[config.mk]
export PLATFORM = sky130hd
export DESIGN_NAME = bcd_value_entry_flat
export DESIGN_NICKNAME = d
export VERILOG_FILES = /design/src/rtl/bcd_value_entry_if.sv /design/src/rtl/bcd_value_entry.sv /design/src/flat_wrapper.sv
export SDC_FILE = /design/constraint.sdc
export NUM_CORES = 1
export LEC_CHECK = 0
export BUFFER_PORTS_ARGS = -buffer_cell sky130_fd_sc_hd__buf_4
export CAP_MARGIN = 10
export CORE_MARGIN = 4
export CORE_UTILIZATION = 51
export DETAILED_ROUTE_END_ITERATION = 8
export PLACE_DENSITY = 0.72
export SYNTH_ARGS = -nofsm -noshare
export SYNTH_HDL_FRONTEND = slang
export SYNTH_SLANG_ARGS = --single-unit
export TNS_END_PERCENT = 1
[constraint.sdc]
create_clock -name clk -period 7.7 [get_ports clk]
set_input_delay 0.385 -clock clk [delete_from_list [all_inputs] [get_ports clk]]
set_output_delay 0.385 -clock clk [all_outputs]
set_load 0.1 [all_outputs]
[src/rtl/bcd_value_entry_if.sv]
// bcd_value_entry_if: operator keys/enable in; digits, cursor and committed value out
// master: drives en and the active-low keys, observes the entry state
// slave: the entry block itself
interface bcd_value_entry_if #(parameter int VAL_W = 14);
  logic en, key_sel, key_inc, key_dec, key_ent;
  logic [3:0] digit0, digit1, digit2, digit3;
  logic [1:0] cursor;
  logic [VAL_W-1:0] value;
  logic value_valid, busy;
  modport master (
    output en, key_sel, key_inc, key_dec, key_ent,
    input digit0, digit1, digit2, digit3, cursor, value, value_valid, busy
  );
  modport slave (
    input en, key_sel, key_inc, key_dec, key_ent,
    output digit0, digit1, digit2, digit3, cursor, value, value_valid, busy
  );
endinterface

[src/rtl/bcd_value_entry.sv]
// bcd_value_entry: four-digit BCD entry with push-buttons, committed as a clamped binary preload
// clk/reset: system clock, synchronous active-high reset
// bus: en + active-low keys in; digit0..3, cursor, value, value_valid strobe, busy out
module bcd_value_entry #(
  parameter int MAX_VALUE = 1000,
  parameter int VAL_W = 14
) (
  input logic clk,
  input logic reset,
  bcd_value_entry_if.slave bus
);
  typedef enum logic [1:0] {EDIT, CONV, DONE} state_t;
  localparam logic [VAL_W-1:0] MAX_V = VAL_W'(MAX_VALUE);
  state_t state_q, state_d;
  logic [3:0] hist_q, hist_d, press;
  logic [3:0][3:0] dig_q, dig_d;
  logic [1:0] cursor_q, cursor_d, idx_q, idx_d;
  logic [VAL_W-1:0] acc_q, acc_d, value_q, value_d;
  logic valid_q, valid_d, busy_q, busy_d;
  // key vectors are ordered {ent, sel, inc, dec}, highest priority first
  assign hist_d = {bus.key_ent, bus.key_sel, bus.key_inc, bus.key_dec};
  assign press = hist_q & ~hist_d;
  always_comb begin
    state_d = state_q;
    dig_d = dig_q;
    cursor_d = cursor_q;
    idx_d = idx_q;
    acc_d = acc_q;
    value_d = value_q;
    valid_d = 1'b0;
    busy_d = busy_q;
    case (state_q)
      EDIT: if (bus.en) begin
        if (press[3]) begin
          acc_d = '0;
          idx_d = 2'd3;
          busy_d = 1'b1;
          state_d = CONV;
        end else if (press[2]) cursor_d = cursor_q + 2'd1;
        else if (press[1]) dig_d[cursor_q] = dig_q[cursor_q] == 4'd9 ? 4'd0 : dig_q[cursor_q] + 4'd1;
        else if (press[0]) dig_d[cursor_q] = dig_q[cursor_q] == 4'd0 ? 4'd9 : dig_q[cursor_q] - 4'd1;
      end
      // Horner evaluation from the thousands digit down
      CONV: begin
        acc_d = acc_q * VAL_W'(10) + VAL_W'(dig_q[idx_q]);
        idx_d = idx_q - 2'd1;
        state_d = idx_q == 2'd0 ? DONE : CONV;
      end
      DONE: begin
        value_d = acc_q > MAX_V ? MAX_V : acc_q;
        valid_d = 1'b1;
        busy_d = 1'b0;
        state_d = EDIT;
      end
      default: state_d = EDIT;
    endcase
  end
  always_ff @(posedge clk) begin
    hist_q <= reset ? 4'hf : hist_d;
    state_q <= reset ? EDIT : state_d;
    dig_q <= reset ? '0 : dig_d;
    cursor_q <= reset ? 2'd0 : cursor_d;
    idx_q <= reset ? 2'd0 : idx_d;
    acc_q <= reset ? '0 : acc_d;
    value_q <= reset ? '0 : value_d;
    valid_q <= reset ? 1'b0 : valid_d;
    busy_q <= reset ? 1'b0 : busy_d;
  end
  assign bus.digit0 = dig_q[0];
  assign bus.digit1 = dig_q[1];
  assign bus.digit2 = dig_q[2];
  assign bus.digit3 = dig_q[3];
  assign bus.cursor = cursor_q;
  assign bus.value = value_q;
  assign bus.value_valid = valid_q;
  assign bus.busy = busy_q;
endmodule

[src/flat_wrapper.sv]
// flat-port wrapper written by rule: the top's interface ports become plain ports
module bcd_value_entry_flat 
#(
  parameter int MAX_VALUE = 1000,
  parameter int VAL_W = 14
)
  (clk, reset, bus_en, bus_key_sel, bus_key_inc, bus_key_dec, bus_key_ent, bus_digit0, bus_digit1, bus_digit2, bus_digit3, bus_cursor, bus_value, bus_value_valid, bus_busy);
  bcd_value_entry_if #(.VAL_W(VAL_W)) bus_i ();
  input logic clk;
  input logic reset;
  input wire logic [$bits(bus_i.en)-1:0] bus_en;
  input wire logic [$bits(bus_i.key_sel)-1:0] bus_key_sel;
  input wire logic [$bits(bus_i.key_inc)-1:0] bus_key_inc;
  input wire logic [$bits(bus_i.key_dec)-1:0] bus_key_dec;
  input wire logic [$bits(bus_i.key_ent)-1:0] bus_key_ent;
  output wire logic [$bits(bus_i.digit0)-1:0] bus_digit0;
  output wire logic [$bits(bus_i.digit1)-1:0] bus_digit1;
  output wire logic [$bits(bus_i.digit2)-1:0] bus_digit2;
  output wire logic [$bits(bus_i.digit3)-1:0] bus_digit3;
  output wire logic [$bits(bus_i.cursor)-1:0] bus_cursor;
  output wire logic [$bits(bus_i.value)-1:0] bus_value;
  output wire logic [$bits(bus_i.value_valid)-1:0] bus_value_valid;
  output wire logic [$bits(bus_i.busy)-1:0] bus_busy;
  assign bus_i.en = bus_en;
  assign bus_i.key_sel = bus_key_sel;
  assign bus_i.key_inc = bus_key_inc;
  assign bus_i.key_dec = bus_key_dec;
  assign bus_i.key_ent = bus_key_ent;
  assign bus_digit0 = bus_i.digit0;
  assign bus_digit1 = bus_i.digit1;
  assign bus_digit2 = bus_i.digit2;
  assign bus_digit3 = bus_i.digit3;
  assign bus_cursor = bus_i.cursor;
  assign bus_value = bus_i.value;
  assign bus_value_valid = bus_i.value_valid;
  assign bus_busy = bus_i.busy;
  bcd_value_entry #(.MAX_VALUE(MAX_VALUE), .VAL_W(VAL_W)) u_core (.clk(clk), .reset(reset), .bus(bus_i));
endmodule
# [After elaboration in Yosys (flattened, before gate mapping)]
# Index checks and enable logic that the tools add are counted.
[classes] n_addsub=5 multipliers=1 n_div=0 order_cmp=4 n_eq_ne=5 shifts=0 muxes=27 bitwise=4 n_reduce_logical=12
[op_table] cell="$mux W14" count=3
[op_table] cell="$bwmux W16" count=2
[op_table] cell="$mux W16" count=2
[op_table] cell="$pmux W14 S2" count=1
[op_table] cell="$mux W4" count=5
[op_table] cell="$bmux W4 S2" count=2
[op_table] cell="$add A14 B4 Y14" count=1
[op_table] cell="$gt A14 B10 Y1 const B" count=1
[op_table] cell="$mul A14 B3 Y13 const B" count=1
[op_table] cell="$mux W2" count=5
[op_table] cell="$demux W4 S2" count=1
[op_table] cell="$pmux W2 S2" count=2
[op_table] cell="$lt A2 B3 Y1 const B" count=2
[op_table] cell="$reduce_and A3 Y1" count=2
[op_table] cell="$reduce_bool A2 Y1" count=3
[op_table] cell="$reduce_and A5 Y1" count=1
[op_table] cell="$add A4 B1 Y4 const B" count=1
[op_table] cell="$and A4 B4 Y4" count=1
[op_table] cell="$eq A4 B4 Y1 const B" count=1
[op_table] cell="$logic_not A2 Y1" count=2
[op_table] cell="$logic_not A4 Y1" count=1
[op_table] cell="$not A4 Y4" count=1
[op_table] cell="$reduce_and A4 Y1" count=1
[op_table] cell="$sub A4 B1 Y4 const B" count=1
[op_table] cell="12 further kinds" count=15
[totals] register_bits=56 latchBits=0 mem_bits_rw=0 romBits=0 input_bits=7 out_inout_bits=34 n_memories=0

# [Logic depth before layout (Yosys ltp)]
# Gate-level depths: netlist of run 1.
[logic_depth] word_depth=7 depth_mapped=11 depth_no_buf=10

# [Worst setup path before layout of run 1]
# No wires, ideal clock.
[synth_path] path_type="register to register" startpoint="reg u_core.dig_q, in the netlist u_core.bus.digit1[1]" endpoint="reg u_core.acc_q[13]" setup_ns=0.117 t_arrival_ns=2.814 slack_ns=4.769 path_stages_with_launch=11 path_buffers=0 synth_period_minus_slack_ns=2.931 cell_sequence="dfxtp_1 mux4_2 ha_1 fa_1 a21o_1 nand2_1 nor2_1 nand3_1 nor4_2 xnor2_1 a22o_1"
[synth_between] elab_chain_len=4
[synth_lines] item="from (decl)" line_no="bcd_value_entry.sv:16" text="logic [3:0][3:0] dig_q, dig_d;"
[synth_lines] item="from (signal assigned)" line_no="bcd_value_entry.sv:61" text="dig_q <= reset ? '0 : dig_d;"
[synth_lines] item="$bmux W4 S2" line_no="bcd_value_entry.sv:45" text="acc_d = acc_q * VAL_W'(10) + VAL_W'(dig_q[idx_q]);"
[synth_lines] item="$mux W4 (not written as such)" line_no="bcd_value_entry.sv:45"
[synth_lines] item="$add A14 B4 Y14" line_no="bcd_value_entry.sv:45"
[synth_lines] item="$pmux W14 S2" line_no="bcd_value_entry.sv:32" text="case (state_q)"
[synth_lines] item="to (signal assigned)" line_no="bcd_value_entry.sv:64" text="acc_q <= reset ? '0 : acc_d;"
[synth_lines] item="to (decl)" line_no="bcd_value_entry.sv:18" text="logic [VAL_W-1:0] acc_q, acc_d, value_q, value_d;"
# No other way between the ends. The select of a mux whose other input is x is not followed.
# A chain may end at the register's enable or synchronous reset.

# [Worst setup path in the final report of run 1]
[layout_path] startpoint="reg u_core.acc_q[1]" endpoint="reg u_core.acc_q[13]"
[layout_between] elab_chain_len=3
[layout_lines] item="$mul A14 B3 Y13" line_no="bcd_value_entry.sv:45"
[layout_lines] item="$add A14 B4 Y14" line_no="bcd_value_entry.sv:45"
[layout_lines] item="$pmux W14 S2" line_no="bcd_value_entry.sv:32"
# No other way between the ends.

==> results.md, run 1 <==
- Outcome: finished clean
- Clock skew: 0.007692 ns
- Reg clk slew, reported paths: 0.10 ns
- Critical-path maximum fanout: 6
- Crit. path cell count: 10
- Layout cells sized above 1: 18.93%
- Largest net degree at the start of global routing: between 40 and 50
- Final GP Congestion: between 0.8 and 0.9
- Worst vdd ir: around 0.00011 V
- Endpoints failing hold: 0
- Clock tree from TritonCTS: built
- Sequential share of power: 55.5%
- Clock tree buffer depth: 2
- Yosys cell types: 49
- Area share of the largest cell type after synthesis: 35.14%
- Initial Util: 53.26%
- Number of synthesized flops with an enable pin: 0
- TritonRoute pass-1 iters: 4
- Seq. cell area: 0.001121 mm^2
- WL met1: ~3100 um
- Die X-Extent: about 87 um
- Nets@finish: 413
- Crit path max-delay family: adder cells
- Total track usage: 19.61%
- # DRC: 0
- #FFs+latches synth: between 50 and 60
- Met3 wire length: approximately 180 um
- Setup TNS: 0 ns
- Cell Pwr Density: 150.2 mW/mm^2
- Avg Cell Area, Syn: 9.440 um^2
- Vias in the first global route: 2550
- Vias per cell: 5.713
- I/O pin count: 41
- Fmax: between 0.3 and 0.4 GHz
- Worst path cell trace: ha_1 > ha_1 > fa_1 > a21o_1 > a221oi_1 > a21oi_1 > xnor2_1 > nor4_2 > xnor2_1 > a22o_1
- Commonest cells in the netlist: dfxtp_1 (56), nor2_1 (51), ha_1 (30)
- Synth Net Count: about 380
- Clk pwr share: between 30% and 40%
- RSZ-0062 raised after global routing: false
- Die height: roughly 87 um
- Worst Path Required: 7.91 ns
- FILL cells: roughly 520
- Wire per inst: around 15 um
- Setup crit end kind: flip-flop
- TritonCTS Buffers: 5
- Final setup violating endpoints: 0
- Overflow after GRT: 0
- Reg2Reg Depth: 10
- Met2 WL: 3513 um
- # rows: 28
- Setup Buffers After CTS: 0
- Ys flop type: dfxtp_1
- Fin crit share: 38.68%
- TritonCTS Sinks: 56
- Clk_lat worst skew: 0.30 ns
- Area growth syn-to-layout: 13.96%
- Finished Layout Cells: 450
- Core area: approximately 0.006 mm^2
- Final Critical Period: 2.978 ns
- MaxCap Viol Count: 0
- Least-Margin Pin Slew: 0.8653 ns
- First-pass GRT wire length: about 12000 um
- Data arrival, critical path: around 3.2 ns
- Crit-path slowest cell: dfxtp_1
- R2R Setup Slk: 4.72 ns
- Most common cell in the netlist: dfxtp_1
- # placed instances: 442
- Startpoint class of the critical path: flip-flop
- Syn. warnings: 0
- Buffers & Inverters on Critical Path: 0
- Post-Syn Instances: ~340
- Worst hold path class: primary input to flip-flop
- Initial antenna violation count: 0
- Resized cells post-CTS: 0
- R2r startpoint: u_core.acc_q[1]
- CP Capture Point: u_core.acc_q[13]
- LEAKAGE: 1.654 nW
- Routed Antenna Nets: 0
- Critical setup path kind: flip-flop to flip-flop
- Final slew viol count: 0
- Post-synth ARST share: 0%
- H-tree depth: 2
- Root Buffer Master: clkbuf_8
- Psw: 0.1534 mW
- Cts hold-fix bufs: 0
- Crit path launch: u_core.acc_q[1]
- Max incr delay on CP: 0.45 ns
- Drt initial violations: 150
- DIE AREA: 0.007586 mm^2
- Netlist Area Pre-Place: about 0.0032 mm^2
- Slew HR: about 42%
- Sw frac: between 20% and 30%
- DR top layer: met4
- DR vias: 2571
- Post-DP HPWL: 5264 um
- Worst R2R End: u_core.acc_q[13]
- Area occupied by multi-input gates: 0.001986 mm^2
- Main area contributors after synthesis: dfxtp_1 (35%), ha_1 (12%), nor2_1 (6.0%)
- Gate power share: between 10% and 20%
- Leading area contributor after synthesis: dfxtp_1
- Total Wirelength: a little under 7000 um
- Port-buffer cells: 40
- Internal power: 0.3926 mW
- ANT cells: 0
- Register area share after synthesis: a little over a third
==> worst reg2reg max path, cell delays in order, from the launching register on <==
cell	delay [ns]
dfxtp_1	0.45
ha_1	0.27
ha_1	0.23
fa_1	0.43
a21o_1	0.22
a221oi_1	0.36
a21oi_1	0.15
xnor2_1	0.19
nor4_2	0.28
xnor2_1	0.10
a22o_1	0.20
==> layout make-up <==
class | count | area share (%)
Multi-Input combinational cell | 260 | 54.61
Tap cell | 75 | 2.581
Clock buffer | 7 | 2.374
Inverter | 11 | 1.136
Timing Repair Buffer | 40 | 8.259
Clock inverter | 1 | 0.2065
Sequential cell | 56 | 30.83
==> state kept, by name, summed over array words and instances (netlist names) <==
register,count
u_core.acc_q,14
u_core.bus.busy,1
u_core.bus.cursor,2
u_core.bus.digit0,4
u_core.bus.digit1,4
u_core.bus.digit2,4
u_core.bus.digit3,4
u_core.bus.value,14
u_core.bus.value_valid,1
u_core.hist_q,4
u_core.idx_q,2
u_core.state_q,2
==> metrics by stage <==
| step | utilization [%] | instance area [um^2] | setup WS [ns] | hold WS [ns] | power (mW) |
|---|---|---|---|---|---|
| after floorplan | - | 3191 | 4.769 | 0.4507 | 0.3691 |
| after global placement | 59.13 | 3542 | 4.894 | 0.4441 | 0.3856 |
| after detailed placement | 59.13 | 3542 | 4.770 | 0.4449 | 0.3869 |
| after CTS | 60.69 | 3636 | 4.744 | 0.2580 | 0.5533 |
| after global routing | 60.69 | 3636 | 4.517 | 0.2575 | 0.5724 |
| final | 60.69 | 3636 | 4.722 | 0.2726 | 0.5460 |
==> power groups by stage <==
stage | registers (mW) | clock network (mW) | logic (mW)
after floorplan | 0.330 | 0 | 0.0393
after global placement | 0.310 | 0 | 0.0758
after detailed placement | 0.310 | 0 | 0.0771
after CTS | 0.303 | 0.173 | 0.0774
after global routing | 0.305 | 0.184 | 0.0834
final | 0.303 | 0.166 | 0.0768
==> cell usage in the layout, fill, tap and decap left out, drive strengths merged, types with 11 or more instances in the layout <==
cell / count
dfxtp: 56
nor2: 51
buf: 40
ha: 30
xnor2: 16
nand2: 16
a21oi: 13
mux2i: 13
inv: 11
==> worst min-delay path by stage <==
stage | startpoint | to | slack (ns) | cells past startpoint
floorplan | u_core.acc_q[13] | u_core.acc_q[13] | 0.45 | 1
global placement | u_core.bus.value[10] | u_core.bus.value[10] | 0.44 | 1
detailed placement | u_core.bus.value[10] | u_core.bus.value[10] | 0.44 | 1
CTS | bus_key_dec | u_core.hist_q[0] | 0.26 | 2
global route | bus_key_inc | u_core.hist_q[1] | 0.26 | 2
finish | bus_key_dec | u_core.hist_q[0] | 0.27 | 2
==> layer usage <==
| layer | GRT usage, % | up-vias |
|---|---|---|
| li1 | - | 1281 |
| met1 | 25.13 | 1246 |
| met2 | 33.89 | 40 |
| met3 | 3.311 | 4 |
| met4 | 5.579 | 0 |
| met5 | 0 | - |
==> kinds of logic (layout without fill, tap and decap cells) <==
group | count (synthesis) | count (layout) | share of synthesized area (%)
AND/OR/NAND/NOR | 122 | 122 | 19.69
AO/OA/AOI/OAI | 65 | 65 | 14.31
flip-flops | 56 | 56 | 35.14
adder cells (fa/ha/maj) | 32 | 32 | 13.02
buffers and inverters | 22 | 59 | 2.627
multiplexers | 21 | 21 | 9.725
XOR/XNOR | 20 | 20 | 5.490
(Power assumes the default switching activity.)
==> run 2: changes to the inputs <==
==> constraint.sdc (replaced) <==
create_clock -name clk -period 3 [get_ports clk]
set_input_delay 0.15 -clock clk [delete_from_list [all_inputs] [get_ports clk]]
set_output_delay 0.15 -clock clk [all_outputs]
set_load 0.1 [all_outputs]
==> results.md, run 2 (synthesized netlist as in run 1, its figures left out) <==
- Outcome: finished clean
- Critical setup path kind: flip-flop to flip-flop
- Layout cells sized above 1: a little over a fifth
- ANT cells: 0
- Final Critical Period: between 2 and 3 ns
- Worst vdd ir: 0.0002379 V
- Endpoints failing hold: 0
- FILL cells: 530
- Most frequent cells in the layout: dfxtp_1 (53), nor2_1 (51), buf_4 (43)
- Cts hold-fix bufs: 0
- Data arrival, critical path: 3.03 ns
- Total Wirelength: ~7000 um
- Area growth syn-to-layout: 15.10%
- MaxCap Viol Count: 0
- Largest net degree at the start of global routing: about 50
- Critical-path maximum fanout: 6
- Total Power: 1.403 mW
- Resized cells post-CTS: 0
- Final GP Congestion: 0.9011
- RSZ-0062 raised after global routing: false
- Setup crit end kind: flip-flop
- # DRC: 0
- Reg2Reg Depth: 10
- Final Cell Area: approximately 0.0037 mm^2
- Final Core Density: between 60% and 70%
- Setup TNS: 0 ns
- # placed instances: 445
- DIE AREA: 0.007586 mm^2
- Nets@finish: between 400 and 500
- Vias per cell: ~5.7
- # rows: 28
- TritonRoute pass-1 iters: 4
- Die X-Extent: around 87 um
- Least-Margin Pin Slew: approximately 0.84 ns
- Total track usage: between 20% and 30%
- Root Buffer Master: clkbuf_8
- GRT met2 Usage: approximately 34%
- Fmax: 0.3546 GHz
- Finished Layout Cells: 453
- Cell Pwr Density: 382.1 mW/mm^2
- Post-place setup slack: between 0.1 and 0.15 ns
- Port-buffer cells: 40
- Worst Hold Slack: between 0.02 and 0.03 ns
- Die height: 87.10 um
- Area after DPL: 0.003565 mm^2
- Worst Path Required: 3.21 ns
- Met1 global-route usage: around 27%
- TritonCTS Buffers: 5
- Initial antenna violation count: 0
- Commonest non-fill, non-tap cell in the layout: dfxtp_1
- First-pass GRT wire length: 12530 um
- Setup Buffers After CTS: 0
- Final slew viol count: 0
- Drt initial violations: 89
- Clk_lat worst skew: 0.31 ns
- Routed Antenna Nets: 0
- Wire per inst: ~16 um
- Overflow after GRT: 0
- Startpoint class of the critical path: flip-flop
- I/O pin count: 41
- LEAKAGE: 1.673 nW
- H-tree depth: 2
- Reg clk slew, reported paths: 0.09 ns
- Slew HR: 44.04%
- Vias in the first global route: 2575
- DR vias: 2592
- Most used routing layer: met2
- Clock tree from TritonCTS: built
- Final setup violating endpoints: 0
- Initial Util: 53.26%
- Core area: 0.005991 mm^2
- Worst setup margin: 0.1802 ns
- Post-DP HPWL: 5378 um
- TritonCTS Sinks: 56
- Fin crit share: 93.99%
- Clock skew: about 0.0042 ns
- Met3 global-route usage: 3.500%
- Worst hold path class: primary input to flip-flop
- Clock tree buffer depth: 2
- Worst hold path depth: 2
run 2: final cells by class:
cell class	count	area (um^2)	area share (%)
Tap cell	75	93.84	2.555
Inverter	11	41.29	1.124
Sequential cell	56	1125	30.63
Timing Repair Buffer	43	322.8	8.790
Multi-Input combinational cell	260	1999	54.45
Clock buffer	8	90.09	2.453
run 2: worst max-delay path, cell delays in order, from the launching register on:
cell and delay (ns):
dfxtp_2 0.36, ha_1 0.30, ha_1 0.23, fa_2 0.37, a211oi_1 0.22, o21ai_0 0.13
a22o_1 0.27, nand3b_1 0.20, nor4_2 0.33, xnor2_1 0.11, a22o_1 0.21
run 2: path summary, 6_finish.rpt:
| path | slack [ns] | from | to |
|---|---|---|---|
| worst max-delay path | 0.18 | u_core.acc_q[1] | u_core.acc_q[13] |
| worst min-delay path | 0.03 | bus_key_dec | u_core.hist_q[0] |
| worst max register to register | 0.18 | u_core.acc_q[1] | u_core.acc_q[13] |
| worst min register to register | 0.47 | u_core.bus.value[10] | u_core.bus.value[10] |
run 2: per-layer routing:
| metal | wire length [um] | vias to the layer above |
|---|---|---|
| li1 | - | 1290 |
| met1 | 3341 | 1246 |
| met2 | 3527 | 44 |
| met3 | 213 | 12 |
| met4 | 109 | 0 |
| met5 | 0 | - |
run 2: report_power, final:
part | total, mW | internal (mW) | switching, mW
sequential | 0.778 | 0.759 | 0.0187
combinational | 0.199 | 0.0612 | 0.138
clock | 0.426 | 0.189 | 0.237
total | 1.40 | 1.01 | 0.394
==> run 3: changes to the inputs <==
--- a/config.mk
+++ b/config.mk
@@ -7,10 +7,12 @@
 export LEC_CHECK = 0
 export BUFFER_PORTS_ARGS = -buffer_cell sky130_fd_sc_hd__buf_4
 export CAP_MARGIN = 10
+export CELL_PAD_IN_SITES_DETAIL_PLACEMENT = 0
+export CELL_PAD_IN_SITES_GLOBAL_PLACEMENT = 2
 export CORE_MARGIN = 4
-export CORE_UTILIZATION = 51
+export CORE_UTILIZATION = 36
 export DETAILED_ROUTE_END_ITERATION = 8
-export PLACE_DENSITY = 0.72
+export PLACE_DENSITY_LB_ADDON = 0.1
 export SYNTH_ARGS = -nofsm -noshare
 export SYNTH_HDL_FRONTEND = slang
 export SYNTH_SLANG_ARGS = --single-unit
==> results.md, run 3 (synthesized netlist as in run 1, its figures left out) <==
- Area growth syn-to-layout: 18.20%
- Total Power: 1.471 mW
- LEAKAGE: 1.722 nW
- Finished Layout Cells: 492
- Area after DPL: 0.003651 mm^2
- Final Critical Period: roughly 2.8 ns
- TritonCTS Sinks: 56
- DR vias: between 2000 and 3000
- Critical setup path kind: flip-flop to flip-flop
- Final slew viol count: 0
- # rows: 34
- Largest net degree at the start of global routing: 49
- Reg2Reg Depth: 10
- Vias per cell: 5.091
- Root Buffer Master: clkbuf_8
- H-tree depth: 2
- Overflow after GRT: 0
- I/O pin count: 41
- Port-buffer cells: 40
- Drt initial violations: between 90 and 100
- Data arrival, critical path: 3.02 ns
- Post-place setup slack: between 0.15 and 0.2 ns
- Slew HR: 44.83%
- Outcome: finished clean
- Vias in the first global route: 2370
- Worst vdd ir: 0.0001895 V
- TritonRoute pass-1 iters: 4
- WL met1: slightly above 4000 um
- Nets@finish: 422
- Critical-path maximum fanout: 3
- FILL cells: approximately 910
- Setup crit end kind: flip-flop
- Clock skew: 0.009332 ns
- Clock tree from TritonCTS: built
- Worst Hold Slack: 0.03275 ns
- DR top layer: met4
- Initial antenna violation count: 0
- Total Wirelength: 7505 um
- DIE AREA: 0.01043 mm^2
- Final setup violating endpoints: 0
- Cell Pwr Density: 390.1 mW/mm^2
- Setup TNS: 0 ns
- Worst Path Required: 3.21 ns
- Final Cell Area: 0.003771 mm^2
- Crit path max-delay family: adder cells
- Wire per inst: 15.25 um
- HP Start: bus_key_sel
- Worst hold path class: primary input to flip-flop
- Initial Util: 36.76%
- Layout cells sized above 1: about a fifth
- Post-DP HPWL: 5772 um
- Clk_lat worst skew: around 0.31 ns
- Setup Buffers After CTS: 0
- Routed Antenna Nets: 0
- Most frequent cells in the layout: dfxtp_1 (56), nor2_1 (51), buf_4 (49)
- # placed instances: 484
- Final Core Density: 43.45%
- Max incr delay on CP: 0.42 ns
- R2r startpoint: u_core.acc_q[1]
- Total track usage: 14.95%
- Met3 wire length: 247 um
- Clock tree buffer depth: 2
- Fin crit share: 93.70%
- Reg clk slew, reported paths: 0.10 ns
- R2R Setup Slk: roughly 0.19 ns
- WHS Endpoint: u_core.hist_q[2]
- Startpoint class of the critical path: flip-flop
- Commonest non-fill, non-tap cell in the layout: dfxtp_1
- Final GP Congestion: 0.7611
- MaxCap Viol Count: 0
- # DRC: 0
- Worst R2R End: u_core.acc_q[13]
- Met2 WL: 3127 um
- First-pass GRT wire length: 12340 um
- Die height: roughly 100 um
- Worst hold path depth: 2
- Worst path cell trace: ha_1 > ha_1 > fa_1 > a21o_1 > a221oi_1 > a21oi_1 > xnor2_1 > nor4_2 > xnor2_1 > a22o_1
- TritonCTS Buffers: 5
- Worst setup margin: between 0.15 and 0.2 ns
- Buffers & Inverters on Critical Path: 0
- Core area: 0.008678 mm^2
- Endpoints failing hold: 0
- Die X-Extent: roughly 100 um
- RSZ-0062 raised after global routing: false
- ANT cells: 0
- Least-Margin Pin Slew: 0.8245 ns
- Crit-path slowest cell: fa_1
- Fmax: 0.3557 GHz
run 3: how the worst max path moves through the flow:
stage	endpoint	depth (start not counted)	from
after floorplan	u_core.acc_q[13]	10	u_core.bus.digit1[1]
after global placement	u_core.acc_q[13]	10	u_core.acc_q[1]
after detailed placement	u_core.acc_q[13]	10	u_core.acc_q[1]
after CTS	u_core.acc_q[13]	10	u_core.acc_q[1]
after global routing	u_core.acc_q[13]	10	u_core.acc_q[1]
final	u_core.acc_q[13]	10	u_core.acc_q[1]
run 3: layer usage:
| metal | vias up | global-route usage (%) |
|---|---|---|
| met5 | - | 0 |
| met4 | 0 | 3.027 |
| li1 | 1297 | - |
| met3 | 6 | 2.457 |
| met1 | 1160 | 22.68 |
| met2 | 42 | 22.34 |
run 3: power breakdown:
part	internal [mW]	switching, mW
Combinational	0.0626	0.138
Sequential	0.759	0.0172
Clock	0.248	0.246
run 3: timing repair:
item | 4_1_cts | 5_1_grt
hold buffers | 0 | 0
resized for setup | 0 | 2
setup endpoints to repair | 0 | 2
run 3: worst register-to-register path, cell delays in order (launching register included):
cell and delay [ns]:
dfxtp_1 0.33, ha_1 0.30, ha_1 0.23, fa_1 0.42
a21o_1 0.21, a221oi_1 0.35, a21oi_1 0.14, xnor2_1 0.18
nor4_2 0.25, xnor2_1 0.09, a22o_1 0.19
run 3: cell type report:
class	count	area [um^2]	share of cell area, %
Sequential cell	56	1121	29.73
Clock buffer	6	72.57	1.924
Clock inverter	2	35.03	0.9290
Inverter	11	41.29	1.095
Multi-Input combinational cell	260	1998	52.99
Timing Repair Buffer	49	367.9	9.754
Tap cell	108	135.1	3.583
